**config.mk**
```make
export PLATFORM = sky130hd
export DESIGN_NAME = hazard_forward_unit
export DESIGN_NICKNAME = d
export VERILOG_FILES = /design/src/rtl/hazard_forward_unit.sv
export SDC_FILE = /design/constraint.sdc
export NUM_CORES = 1
export LEC_CHECK = 0
export CORE_UTILIZATION = 37
export CTS_CLUSTER_DIAMETER = 120
export DETAILED_ROUTE_END_ITERATION = 8
export PLACE_DENSITY = 0.88
export RECOVER_POWER = 25
export SYNTH_ARGS = -nofsm -noshare
export SYNTH_HDL_FRONTEND = slang
export SYNTH_SLANG_ARGS = --single-unit
```
**constraint.sdc**
```tcl
create_clock -name clk -period 4.5 [get_ports clk]
set_input_delay 1.35 -clock clk [delete_from_list [all_inputs] [get_ports clk]]
set_output_delay 1.35 -clock clk [all_outputs]
set_load 0.05 [all_outputs]
```
**src/rtl/hazard_forward_unit.sv**
```systemverilog
// Pipeline hazard unit: EX operand forwarding plus load-use / memory-wait stall FSM.
// Define HAZARD_PERF_CNT_EN to add the Stall_Cycles performance counter output.
module hazard_forward_unit #(
  parameter int ADDR_WIDTH = 5,
  parameter int LOAD_LAT   = 1
) (
  input  logic                  clk,
  input  logic                  rst_n,
  input  logic [ADDR_WIDTH-1:0] D_Rs1,
  input  logic [ADDR_WIDTH-1:0] D_Rs2,
  input  logic [ADDR_WIDTH-1:0] E_Rs1,
  input  logic [ADDR_WIDTH-1:0] E_Rs2,
  input  logic [ADDR_WIDTH-1:0] E_Rd,
  input  logic                  E_RegWrite,
  input  logic                  E_MemRead,
  input  logic [ADDR_WIDTH-1:0] M_Rd,
  input  logic [ADDR_WIDTH-1:0] W_Rd,
  input  logic                  M_RegWrite,
  input  logic                  W_RegWrite,
  input  logic                  Mem_Busy,
  output logic [1:0]            AForward,
  output logic [1:0]            BForward,
  output logic                  PC_Stall,
  output logic                  D_Stall,
  output logic                  E_Flush,
  output logic                  Freeze
`ifdef HAZARD_PERF_CNT_EN
  ,
  output logic [31:0]           Stall_Cycles
`endif
);

  typedef enum logic [1:0] {IDLE, LOAD_STALL, MEM_WAIT} state_t;

  state_t     state_reg, state_next, eff_state;
  logic [2:0] cnt_reg, cnt_next;
  logic       load_use;
  logic       unused_e_regwrite;

  logic [ADDR_WIDTH-1:0] e_rs [2];
  logic [1:0]            fwd  [2];

  assign unused_e_regwrite = E_RegWrite;
  assign e_rs[0] = E_Rs1;
  assign e_rs[1] = E_Rs2;

  // Memory stage has the newer value, so it is checked before writeback.
  generate
    for (genvar gi = 0; gi < 2; gi++) begin : g_fwd
      always_comb begin
        fwd[gi] = 2'b00;
        if (M_RegWrite && (M_Rd != '0) && (M_Rd == e_rs[gi]))
          fwd[gi] = 2'b10;
        else if (W_RegWrite && (W_Rd != '0) && (W_Rd == e_rs[gi]))
          fwd[gi] = 2'b01;
      end
    end
  endgenerate

  assign AForward = fwd[0];
  assign BForward = fwd[1];

  assign load_use = E_MemRead && (E_Rd != '0) && ((E_Rd == D_Rs1) || (E_Rd == D_Rs2));

  // Leaving MEM_WAIT, the cycle behaves like the state being resumed so no
  // bubble is inserted; a nonzero counter marks an interrupted load stall.
  always_comb begin
    eff_state = state_reg;
    if (!rst_n)
      eff_state = IDLE;
    else if (state_reg == MEM_WAIT && !Mem_Busy)
      eff_state = (cnt_reg != 3'd0) ? LOAD_STALL : IDLE;
  end

  always_comb begin
    state_next = state_reg;
    cnt_next   = cnt_reg;
    PC_Stall   = 1'b0;
    D_Stall    = 1'b0;
    E_Flush    = 1'b0;
    Freeze     = 1'b0;
    if (Mem_Busy) begin
      Freeze     = 1'b1;
      PC_Stall   = 1'b1;
      D_Stall    = 1'b1;
      state_next = MEM_WAIT;
    end else begin
      case (eff_state)
        IDLE: begin
          state_next = IDLE;
          cnt_next   = 3'd0;
          if (load_use) begin
            PC_Stall = 1'b1;
            D_Stall  = 1'b1;
            E_Flush  = 1'b1;
            if (LOAD_LAT > 1) begin
              state_next = LOAD_STALL;
              cnt_next   = 3'(LOAD_LAT - 1);
            end
          end
        end
        LOAD_STALL: begin
          PC_Stall = 1'b1;
          D_Stall  = 1'b1;
          E_Flush  = 1'b1;
          if (cnt_reg <= 3'd1) begin
            state_next = IDLE;
            cnt_next   = 3'd0;
          end else begin
            state_next = LOAD_STALL;
            cnt_next   = cnt_reg - 3'd1;
          end
        end
        default: begin
          state_next = IDLE;
          cnt_next   = 3'd0;
        end
      endcase
    end
  end

  always_ff @(posedge clk) begin
    if (!rst_n) begin
      state_reg <= IDLE;
      cnt_reg   <= 3'd0;
    end else begin
      state_reg <= state_next;
      cnt_reg   <= cnt_next;
    end
  end

`ifdef HAZARD_PERF_CNT_EN
  logic [31:0] stall_cnt_reg;

  always_ff @(posedge clk) begin
    if (!rst_n)
      stall_cnt_reg <= 32'd0;
    else if (PC_Stall)
      stall_cnt_reg <= stall_cnt_reg + 32'd1;
  end

  assign Stall_Cycles = stall_cnt_reg;
`endif

endmodule
```
* Word-level counts from Yosys, hierarchy flattened
Cells that the tools add are included.
Word-level totals: word-level logic and storage cells 49, flip-flop bits (word level) 5, input bits 42
Operators by class: add/sub/neg operators 1, bitwise gates (word level) 2, magnitude comparators 1, reductions and logical operators 17, multiplexer cells 17, equal/unequal tests 8
Operator list (count):
- equality test 5 bit | 6
- nonzero test 5 bit | 3
- 2-to-1 mux 2 bit | 5
- logical AND 1 bit | 9
- 2-to-1 mux 1 bit | 9
- 2-to-1 mux 3 bit | 2
- <= comparator 3 x 1 -> 1 bit (second input constant) | 1
- nonzero test 3 bit | 1
- OR reduction 3 bit | 1
- subtractor 3 x 1 -> 3 bit (second input constant) | 1
- equality test 2 x 1 -> 1 bit (second input constant) | 1
- equality test 2 bit (second input constant) | 1
- zero test 2 bit | 1
- NOT 1 bit | 2
- one-hot mux 1 bit (2 select lines) | 1
- zero test 1 bit | 1
- logical OR 1 bit | 1

* Logic depth before layout (Yosys ltp)
Gate-level depths: netlist of run 1.
depth in word-level cells 7, mapped depth 7, depth with buffers taken out 6

* Worst setup path after synthesis of run 1
No wires, ideal clock.
kind in2out, from input M_Rd[4], to output AForward[0], buffers on the path 0, stages on the path 4, arrival 3.715 ns, setup slack -0.565 ns, cells stage by stage xnor2_1 nand3_1 nor4_1 nor4_2
Between the ends: cells in the longest elaborated chain, start to end 4
Ends and longest elaborated chain:
- from (decl) | RTL line 16 | input logic [ADDR_WIDTH-1:0] M_Rd,
- nonzero test 5 bit | RTL line 52 | if (M_RegWrite && (M_Rd != '0) && (M_Rd == e_rs[gi]))
- logical AND 1 bit | RTL line 52
- logical AND 1 bit (*) | RTL line 52
- 2-to-1 mux 2 bit (*) | RTL line 52
- to (decl) | RTL line 21 | output logic [1:0] AForward,
Every way passes the cells marked *; elsewhere a longest branch is shown, timed or not.

* Worst setup path in the final report of run 1
from input W_Rd[3], to output AForward[0]
Between the ends: cells in the longest elaborated chain, start to end 5
Ends and longest elaborated chain:
- from (decl) | RTL line 17 | input logic [ADDR_WIDTH-1:0] W_Rd,
- nonzero test 5 bit | RTL line 54 | else if (W_RegWrite && (W_Rd != '0) && (W_Rd == e_rs[gi]))
- logical AND 1 bit | RTL line 54
- logical AND 1 bit (*) | RTL line 54
- 2-to-1 mux 1 bit (*) | RTL line 54
- 2-to-1 mux 2 bit (*) | RTL line 52
Marks and branches as above.

==> results by group, run 1 <==
Logic synthesis
  • Synth Net Count: 130
  • Most used flip-flop cell after synthesis: dfxtp_1
  • Seq/Total Area, Yosys: 14.0%
  • Count leader, synth: xor2_1
  • Post-synth EDFFs: 0
  • Async SR Flop Fraction: 0%
  • Warnings from Yosys: 0
  • Share of the synthesized area in the top cell type: 29.4%
  • Yosys cell types: 33
  • Mapped Cells: 85
  • Synthesized cell area: 714 um2
  • Synth Area per Inst: 8.41 um2
  • Post-synth top cells: xor2_1 (24), xnor2_1 (6), dfxtp_1 (5), inv_1 (5), or4_1 (4)
  • Area leader, netlist: xor2_1
  • #FFs+latches synth: 5
  • Area contributors post-synth: xor2_1 (29%), dfxtp_1 (14%), xnor2_1 (7.4%)

Placed design
  • Final RePlAce weighted congestion: 0.826
  • DPL Wire Length: 2140 um
  • PortBufs: 48
  • Placed Area: 1370 um2

Critical path
  • Critical path arrival: 3.11 ns
  • R2r startpoint: cnt_reg[0]
  • Worst setup SP type: primary input
  • CP Max Fanout: 2
  • Critical Path Sink Type: output port
  • Worst R2R Setup Slack: 2.99 ns
  • Reg2reg end: cnt_reg[0]
  • Worst Setup Path Type: in2out
  • Critical path required time: 3.15 ns
  • R2R depth: 6

Global route
  • Tot GR Track Use: 25.5%
  • Initial antenna violation count: 0
  • Global route overflow: 0
  • Vias in the first global route: 886
  • Pin count of the biggest net entering global routing: 11
  • Global-route wire length before repair: 3790 um

Die
  • Rows: 15
  • Core Box Area: 1760 um2
  • Area of the die: 2110 um2
  • Die Span X: 45.9 um
  • # IOs: 50
  • Initial Util: 40.5%
  • Die height: 45.9 um

Timing
  • Fin crit share: 99.1%
  • Max-slew violations: 0
  • Slew HR: 61.6%
  • Max Fclk: 224 MHz
  • Setup TNS: 0 ns
  • Max Clock Skew: 0.0139 ns
  • Hold Fails Final Rpt: 0
  • Worst Max-Slew Pin Slew: 0.570 ns
  • Final Setup Violations: 0
  • Tmin final: 4.46 ns

Clock network
  • Clock Pin Slew Worst Setup and Hold Paths: 0.05 ns
  • CTS Hold Bufs: 0
  • CTS Sinks: 5
  • Clock Latency Late Sink: 0.26 ns
  • Cts repair resizes: 0
  • CTS root buffer: clkbuf_4
  • Setup repair bufs after CTS: 0
  • Number of CTS-inserted buffers: 3
  • H-tree depth: 1
  • CTS tree: built
  • Clock Tree Buf Depth: 2

Layout
  • Largest register FFs: 3
  • Multi-input logic area: 613 um2
  • Fill count: 133
  • N_diodes: 0
  • Area growth syn-to-layout: 98.8%
  • Final nets: 190
  • Sequential standard cell area: 100 um2
  • Final design instance area without fill: 1420 um2
  • Share of layout cells above drive strength 1: 21.5%

Worst hold path
  • Worst hold path type: reg2reg
  • WHS Endpoint: cnt_reg[2]
  • Worst hold stages: 2
  • Hold_sp: cnt_reg[2]

Power and ir drop
  • LEAKAGE: 0.000549 uW
  • Pwr dens: 147 nW/um2
  • Peak VDD IR: 182 uV

Drt
  • Via Count: 859
  • Drt total wl: 2540 um
  • 1st-iter DRT viols: 9
  • DRC Markers: 0
  • Vias per cell: 5.08
  • ANT nets after route: 0
  • First-pass detailed-route iteration total: 4
  • WL per Instance: 15.0 um

Job
  • Max_cap viols: 0

Status
  • Status: finished, final reports clean
power breakdown:
part / internal, uW / switching [uW] / leakage [uW]
Combinational: 61.0 / 45.5 / 0.000494
Clock: 33.8 / 22.6 / 0.0000150
Sequential: 44.9 / 0.376 / 0.0000405
Total: 140 / 68.5 / 0.000549
metrics by stage:
step | power, uW | cells | worst slack (ns) | hold slack [ns] | util, %
after floorplan | 86.3 | 85 | -0.0603 | 0.475 | -
after global placement | 147 | 165 | 0.0171 | 0.488 | 77.7
after detailed placement | 150 | 165 | 0.00544 | 0.495 | 77.7
after CTS | 206 | 169 | 0.00920 | 0.502 | 79.1
after global routing | 218 | 169 | -0.0142 | 0.540 | 80.5
final | 208 | 169 | 0.0391 | 0.509 | 80.5
kinds of logic after synthesis:
kind of cell / synth area share (%)
XOR/XNOR: 36.8
multiplexers: 1.58
AND/OR/NAND/NOR: 22.9
buffers and inverters: 5.43
flip-flops: 14.0
AO/OA/AOI/OAI: 14.0
adder cells (fa/ha/maj): 5.25
worst max-delay path by stage:
stage	cells past startpoint	end	slack (ns)	from
2_1_floorplan	4	AForward[0]	-0.06	M_Rd[1]
3_3_place_gp	6	AForward[0]	0.02	M_Rd[1]
3_5_place_dp	6	AForward[0]	0.005	M_Rd[1]
4_1_cts	6	AForward[0]	0.009	M_Rd[1]
5_1_grt	6	AForward[0]	-0.01	W_Rd[3]
6_report	6	AForward[0]	0.04	W_Rd[3]
layer usage:
metal  global-route usage (%)  vias up  share of wire [%]
li1                         -      419                  -
met2                     49.3       35                 57
met4                     12.4        0                3.2
met3                     3.17        8                4.6
met1                     26.4      397                 35
met5                        0        -                  0
layout by cell type, fill, tap and decap left out, types with 3 or more instances in the layout:
cell and instances:
clkdlybuf4s50_1 36, xor2_1 24, buf_4 11, buf_12 7, xnor2_1 6, inv_1 5, dfxtp_1 5, or4_4 3
nor2_1 3, ha_1 3, clkbuf_4 3, dlymetal6s2s_1 3
worst max-delay path: stages:
cell and delay, ns:
clkdlybuf4s50_1 0.48, or4_1 0.12, o21ai_1 0.07, or4_4 0.56, nor4_4 0.35, buf_12 0.18
layout make-up:
cell class / count / area share [%]
repair buffers: 58 / 44.4
multi-input cells: 72 / 43.2
flip-flops and latches: 5 / 7.05
well taps: 25 / 2.20
clock buffers: 4 / 1.85
inverters: 5 / 1.32
Power figures use the tool's default switching activity.
==> run 2, diff against run 1 <==
--- a/config.mk
+++ b/config.mk
@@ -5,7 +5,9 @@
 export SDC_FILE = /design/constraint.sdc
 export NUM_CORES = 1
 export LEC_CHECK = 0
-export CORE_UTILIZATION = 37
+export CELL_PAD_IN_SITES_DETAIL_PLACEMENT = 0
+export CELL_PAD_IN_SITES_GLOBAL_PLACEMENT = 1
+export CORE_UTILIZATION = 25
 export CTS_CLUSTER_DIAMETER = 120
 export DETAILED_ROUTE_END_ITERATION = 8
 export PLACE_DENSITY = 0.88
==> results by group, run 2 (same netlist as run 1, synthesis figures left out) <==
Status
  • Status: finished, final reports clean

Global route
  • Global-route wire length before repair: 3540 um
  • Tot GR Track Use: 14.5%
  • Pin count of the biggest net entering global routing: 11
  • Global route overflow: 0
  • Initial antenna violation count: 0
  • Vias in the first global route: 888

Timing
  • Final Setup Violations: 0
  • Fin crit share: 99.2%
  • Hold Fails Final Rpt: 0
  • RSZ-0062 raised after global routing: false
  • Slew HR: 69.8%
  • Tmin final: 4.47 ns
  • Max-slew violations: 0
  • Max Clock Skew: 0.00917 ns
  • Worst Max-Slew Pin Slew: 0.449 ns
  • Max Fclk: 224 MHz

Die
  • Rows: 19
  • Core Box Area: 2730 um2
  • Area of the die: 3080 um2
  • Initial Util: 26.1%
  • Die Span X: 55.5 um
  • # IOs: 50
  • Die height: 55.5 um

Critical path
  • Largest delay share family, worst path: simple AND/OR/NAND/NOR gates
  • Critical path arrival: 3.12 ns
  • Worst setup SP type: primary input
  • CP cell instances: clkdlybuf4s50_1 > or4_4 > o21ai_2 > nor4_2 > nor4_4 > buf_12
  • WP buf/inv: 2
  • Critical Path Max Stage Delay: 0.54 ns
  • Critical Path Sink Type: output port
  • CP max-delay cell: or4_4
  • Critical path required time: 3.15 ns
  • Worst Setup Path Type: in2out
  • CP Max Fanout: 2

Drt
  • Via Count: 823
  • First-pass detailed-route iteration total: 4
  • 1st-iter DRT viols: 15
  • DRC Markers: 0
  • WL per Instance: 12.5 um
  • Drt total wl: 2190 um
  • ANT nets after route: 0
  • Vias per cell: 4.70

Layout
  • Area growth syn-to-layout: 97.7%
  • Final nets: 190
  • Largest register FFs: 3
  • N_diodes: 0
  • Most frequent cells in the layout: clkdlybuf4s50_1 (38), xor2_1 (24), buf_4 (10)
  • Post-route core utilization: 51.7%
  • Commonest non-fill, non-tap cell in the layout: clkdlybuf4s50_1
  • Share of layout cells above drive strength 1: 20.8%

Clock network
  • CTS tree: built
  • CTS Sinks: 5
  • CTS root buffer: clkbuf_4
  • Clock Latency Late Sink: 0.25 ns
  • Clock Tree Buf Depth: 2
  • Number of CTS-inserted buffers: 3
  • H-tree depth: 1
  • Clock Pin Slew Worst Setup and Hold Paths: 0.04 ns

Power and ir drop
  • Peak VDD IR: 115 uV
  • LEAKAGE: 0.000531 uW
  • Power Total: 202 uW
  • Pwr dens: 143 nW/um2

Placed design
  • DPL Wire Length: 1970 um
  • PortBufs: 48
  • Final RePlAce weighted congestion: 0.813

Job
  • Max_cap viols: 0

Worst hold path
  • Worst hold path type: reg2reg
## run 2: cell types whose count changed in the layout (fill, tap and decap cells not counted)
cell and change:
o22ai_1 +1, dlygate4sd2_1 +1, o22ai_2 -1, buf_4 -1, clkdlybuf4s50_1 +2, clkinv_2 +1, dlygate4sd3_1 -1, dlymetal6s2s_1 -2
## run 2: final cells by class
class	count	area, um2
Multi-Input combinational cell	72	607
Inverter	5	18.8
Fill cell	256	1320
Timing Repair Buffer	58	621
Clock inverter	1	5.00
Sequential cell	5	100
Tap cell	31	38.8
Clock buffer	3	22.5
## run 2: power breakdown
part	switching [uW]	internal (uW)
Clock	19.7	32.2
Sequential	0.324	44.9
Combinational	44.1	60.5
Total	64.1	138
## run 2: repair_timing
| item | in CTS | in global routing |
|---|---|---|
| endpoints found under the setup margin | 1 | 2 |
| hold buffers | 0 | 0 |
| pin swaps | 1 | 3 |
| gates resized for setup | 3 | 2 |
| cloned | 0 | 0 |
| buffers inserted | 0 | 0 |
## run 2: worst paths after layout
| check | startpoint | slack, ns | end | cells past startpoint |
|---|---|---|---|---|
| setup / recovery | M_Rd[1] | 0.03 | AForward[0] | 6 |
| hold / removal | cnt_reg[2] | 0.53 | cnt_reg[2] | 2 |
| setup reg to reg | cnt_reg[0] | 2.97 | cnt_reg[0] | 6 |
| hold reg to reg | cnt_reg[2] | 0.53 | cnt_reg[2] | 2 |
## run 2: tightest hold or removal path: cells and delay by family, from the launching register on
| family | cells | cell delay, ns |
|---|---|---|
| compound gates | 1 | 0.07 |
| flops | 1 | 0.33 |
| simple gates | 1 | 0.07 |
## run 2: through the flow
stage	instances	instance area, um2	TNS [ns]	hold WS, ns	setup slack [ns]
floorplan	85	736	-0.0603	0.475	-0.0603
global placement	171	1380	0	0.489	0.0143
detailed placement	171	1380	-0.0217	0.513	-0.0217
CTS	175	1420	0	0.524	0.0240
global route	175	1410	0	0.575	0.0172
finish	175	1410	0	0.526	0.0347
## run 2: metal layers
layer  vias to the layer above  global-route usage (%)  share of wire, %
met1                       375                    14.7                38
met5                         -                       0                 0
li1                        418                       -                 -
met3                         2                    1.41               4.4
met2                        28                    29.1                57
met4                         0                    6.43              0.59
==> run 3, diff against run 2 <==
--- a/config.mk
+++ b/config.mk
@@ -5,12 +5,13 @@
 export SDC_FILE = /design/constraint.sdc
 export NUM_CORES = 1
 export LEC_CHECK = 0
+export CAP_MARGIN = 30
 export CELL_PAD_IN_SITES_DETAIL_PLACEMENT = 0
 export CELL_PAD_IN_SITES_GLOBAL_PLACEMENT = 1
-export CORE_UTILIZATION = 25
+export CORE_UTILIZATION = 23
 export CTS_CLUSTER_DIAMETER = 120
 export DETAILED_ROUTE_END_ITERATION = 8
-export PLACE_DENSITY = 0.88
+export PLACE_DENSITY = 0.82
 export RECOVER_POWER = 25
 export SYNTH_ARGS = -nofsm -noshare
 export SYNTH_HDL_FRONTEND = slang
==> constraint.sdc (replaced) <==
create_clock -name clk -period 4.67 [get_ports clk]
set_input_delay 1.401 -clock clk [delete_from_list [all_inputs] [get_ports clk]]
set_output_delay 1.401 -clock clk [all_outputs]
set_load 0.05 [all_outputs]
==> results by group, run 3 (same netlist as run 1, synthesis figures left out) <==
Status
  • Status: finished with violations
  • Failing checks: DRC

Power and ir drop
  • LEAKAGE: 0.000530 uW
  • Sw frac: 32.3%
  • Power Total: 196 uW
  • Sequential Power Share: 22.2%
  • Pwr dens: 141 nW/um2
  • P_int: 133 uW
  • Clock power frac: 27.2%
  • Peak VDD IR: 52.3 uV
  • Comb power frac: 50.6%
  • Net Switching: 63.5 uW

Layout
  • Share of layout cells above drive strength 1: 18.8%
  • Area growth syn-to-layout: 95.3%
  • N_diodes: 0
  • Most frequent cells in the layout: clkdlybuf4s50_1 (39), xor2_1 (24), buf_4 (10)
  • Final nets: 190
  • Final design instance area without fill: 1400 um2
  • Largest register FFs: 3
  • Commonest non-fill, non-tap cell in the layout: clkdlybuf4s50_1
  • Fin cells: 175

Global route
  • Initial antenna violation count: 0
  • Vias in the first global route: 856
  • Global route overflow: 0
  • Tot GR Track Use: 13.6%
  • Global-route wire length before repair: 3590 um
  • Pin count of the biggest net entering global routing: 11

Clock network
  • CTS Sinks: 5
  • H-tree depth: 1
  • Clock Latency Late Sink: 0.25 ns
  • Clock Tree Buf Depth: 2
  • CTS root buffer: clkbuf_4
  • Number of CTS-inserted buffers: 3
  • CTS tree: built
  • CTS Hold Bufs: 0
  • Clock Pin Slew Worst Setup and Hold Paths: 0.05 ns

Die
  • Core Box Area: 2850 um2
  • Die Span X: 57.7 um
  • Area of the die: 3330 um2
  • Rows: 19
  • Die height: 57.7 um
  • Initial Util: 25.0%
  • # IOs: 50

Critical path
  • R2r startpoint: cnt_reg[0]
  • CP cell instances: clkdlybuf4s50_1 > buf_4 > xnor2_1 > nand3_1 > nor4_1 > buf_4 > buf_12
  • Largest delay share family, worst path: buffers and inverters
  • R2R depth: 6
  • Critical path arrival: 3.23 ns
  • CP most frequent cell: buf_4
  • Critical Path Sink Type: output port
  • Worst Setup Path Type: in2out
  • Worst setup SP type: primary input
  • Critical Path Max Stage Delay: 0.64 ns
  • Critical path required time: 3.27 ns
  • CP max-delay cell: nor4_1
  • CP Max Fanout: 2
  • CP Launch Point: M_Rd[3]
  • WP buf/inv: 4
  • Worst R2R Setup Slack: 3.15 ns
  • Reg2reg end: cnt_reg[0]

Placed design
  • PortBufs: 48
  • Placed Area: 1360 um2
  • DPL Wire Length: 1950 um
  • Pre-CTS setup slack: 0.0438 ns
  • Final RePlAce weighted congestion: 0.851
  • Placed cell count: 171

Timing
  • Max-slew violations: 0
  • Final worst slack: 0.0356 ns
  • Fin crit share: 99.2%
  • Max Clock Skew: 0.00182 ns
  • Slew HR: 52.3%
  • Worst Max-Slew Pin Slew: 0.709 ns
  • Max Fclk: 216 MHz
  • RSZ-0062 raised after global routing: true
  • Hold WS: 0.507 ns
  • Tmin final: 4.63 ns
  • Hold Fails Final Rpt: 0
  • Final Setup Violations: 0

Job
  • Max_cap viols: 0

Drt
  • ANT nets after route: 0
  • 1st-iter DRT viols: 23
  • WL per Instance: 12.6 um
  • First-pass detailed-route iteration total: 6
  • Vias per cell: 4.69
  • Drt total wl: 2210 um
  • DRC Markers: 1
  • Via Count: 821

Worst hold path
  • Hold_sp: cnt_reg[2]
  • Worst hold path type: reg2reg
  • WHS Endpoint: cnt_reg[2]
  • Worst hold stages: 2
[run 3: cell count changes in the layout (fill, tap and decap cells not counted), sizes merged]
cell / before / now
clkdlybuf4s50: 38 / 39
dlygate4sd2: 1 / 0
dlygate4sd3: 0 / 1
clkbuf: 4 / 3
[run 3: what timing repair did]
action                     CTS  global route
setup buffers                0             0
setup endpoints to repair    0             2
resized for setup            0             3
[run 3: area by class of cell]
type	count	area, um2
Sequential cell	5	100
Clock inverter	1	5.00
Clock buffer	3	22.5
Inverter	5	18.8
Multi-Input combinational cell	72	582
Timing Repair Buffer	58	628
Fill cell	266	1460
Tap cell	31	38.8
[run 3: worst max path at each step]
stage | end | slack [ns] | cells after the start
2_1_floorplan | AForward[0] | -0.50 | 4
3_3_place_gp | AForward[0] | 0.08 | 6
3_5_place_dp | AForward[0] | 0.04 | 6
4_1_cts | AForward[0] | 0.04 | 6
5_1_grt | BForward[0] | -0.02 | 6
6_report | AForward[1] | 0.04 | 7
[run 3: stage by stage]
step           utilization [%]  setup TNS (ns)
3_5_place_dp              47.6               0
6_report                  48.9               0
3_3_place_gp              47.6               0
4_1_cts                   48.6               0
2_1_floorplan                -           -1.01
5_1_grt                   48.9         -0.0170
[run 3: power by group through the flow]
stage	clock network (uW)	logic [uW]	registers (uW)
global placement	0	96.9	44.4
detailed placement	0	97.9	44.4
global route	57.5	106	43.5
CTS	54.8	98.3	43.6
finish	53.4	99.4	43.5
floorplan	0	36.6	44.4
[run 3: worst register-to-register path, cell delays in order (launching register included)]
cell and delay, ns:
dfxtp_1 0.35, inv_1 0.09, ha_1 0.20, nor2b_1 0.12, o22ai_1 0.33, and3_1 0.24
mux2_2 0.14
[run 3: layer usage]
layer | global-route usage [%] | vias up | wire length [um]
li1 | - | 417 | -
met1 | 15.6 | 394 | 938
met2 | 25.7 | 8 | 1210
met3 | 2.68 | 2 | 47
met4 | 3.06 | 0 | 10
met5 | 0 | - | 0
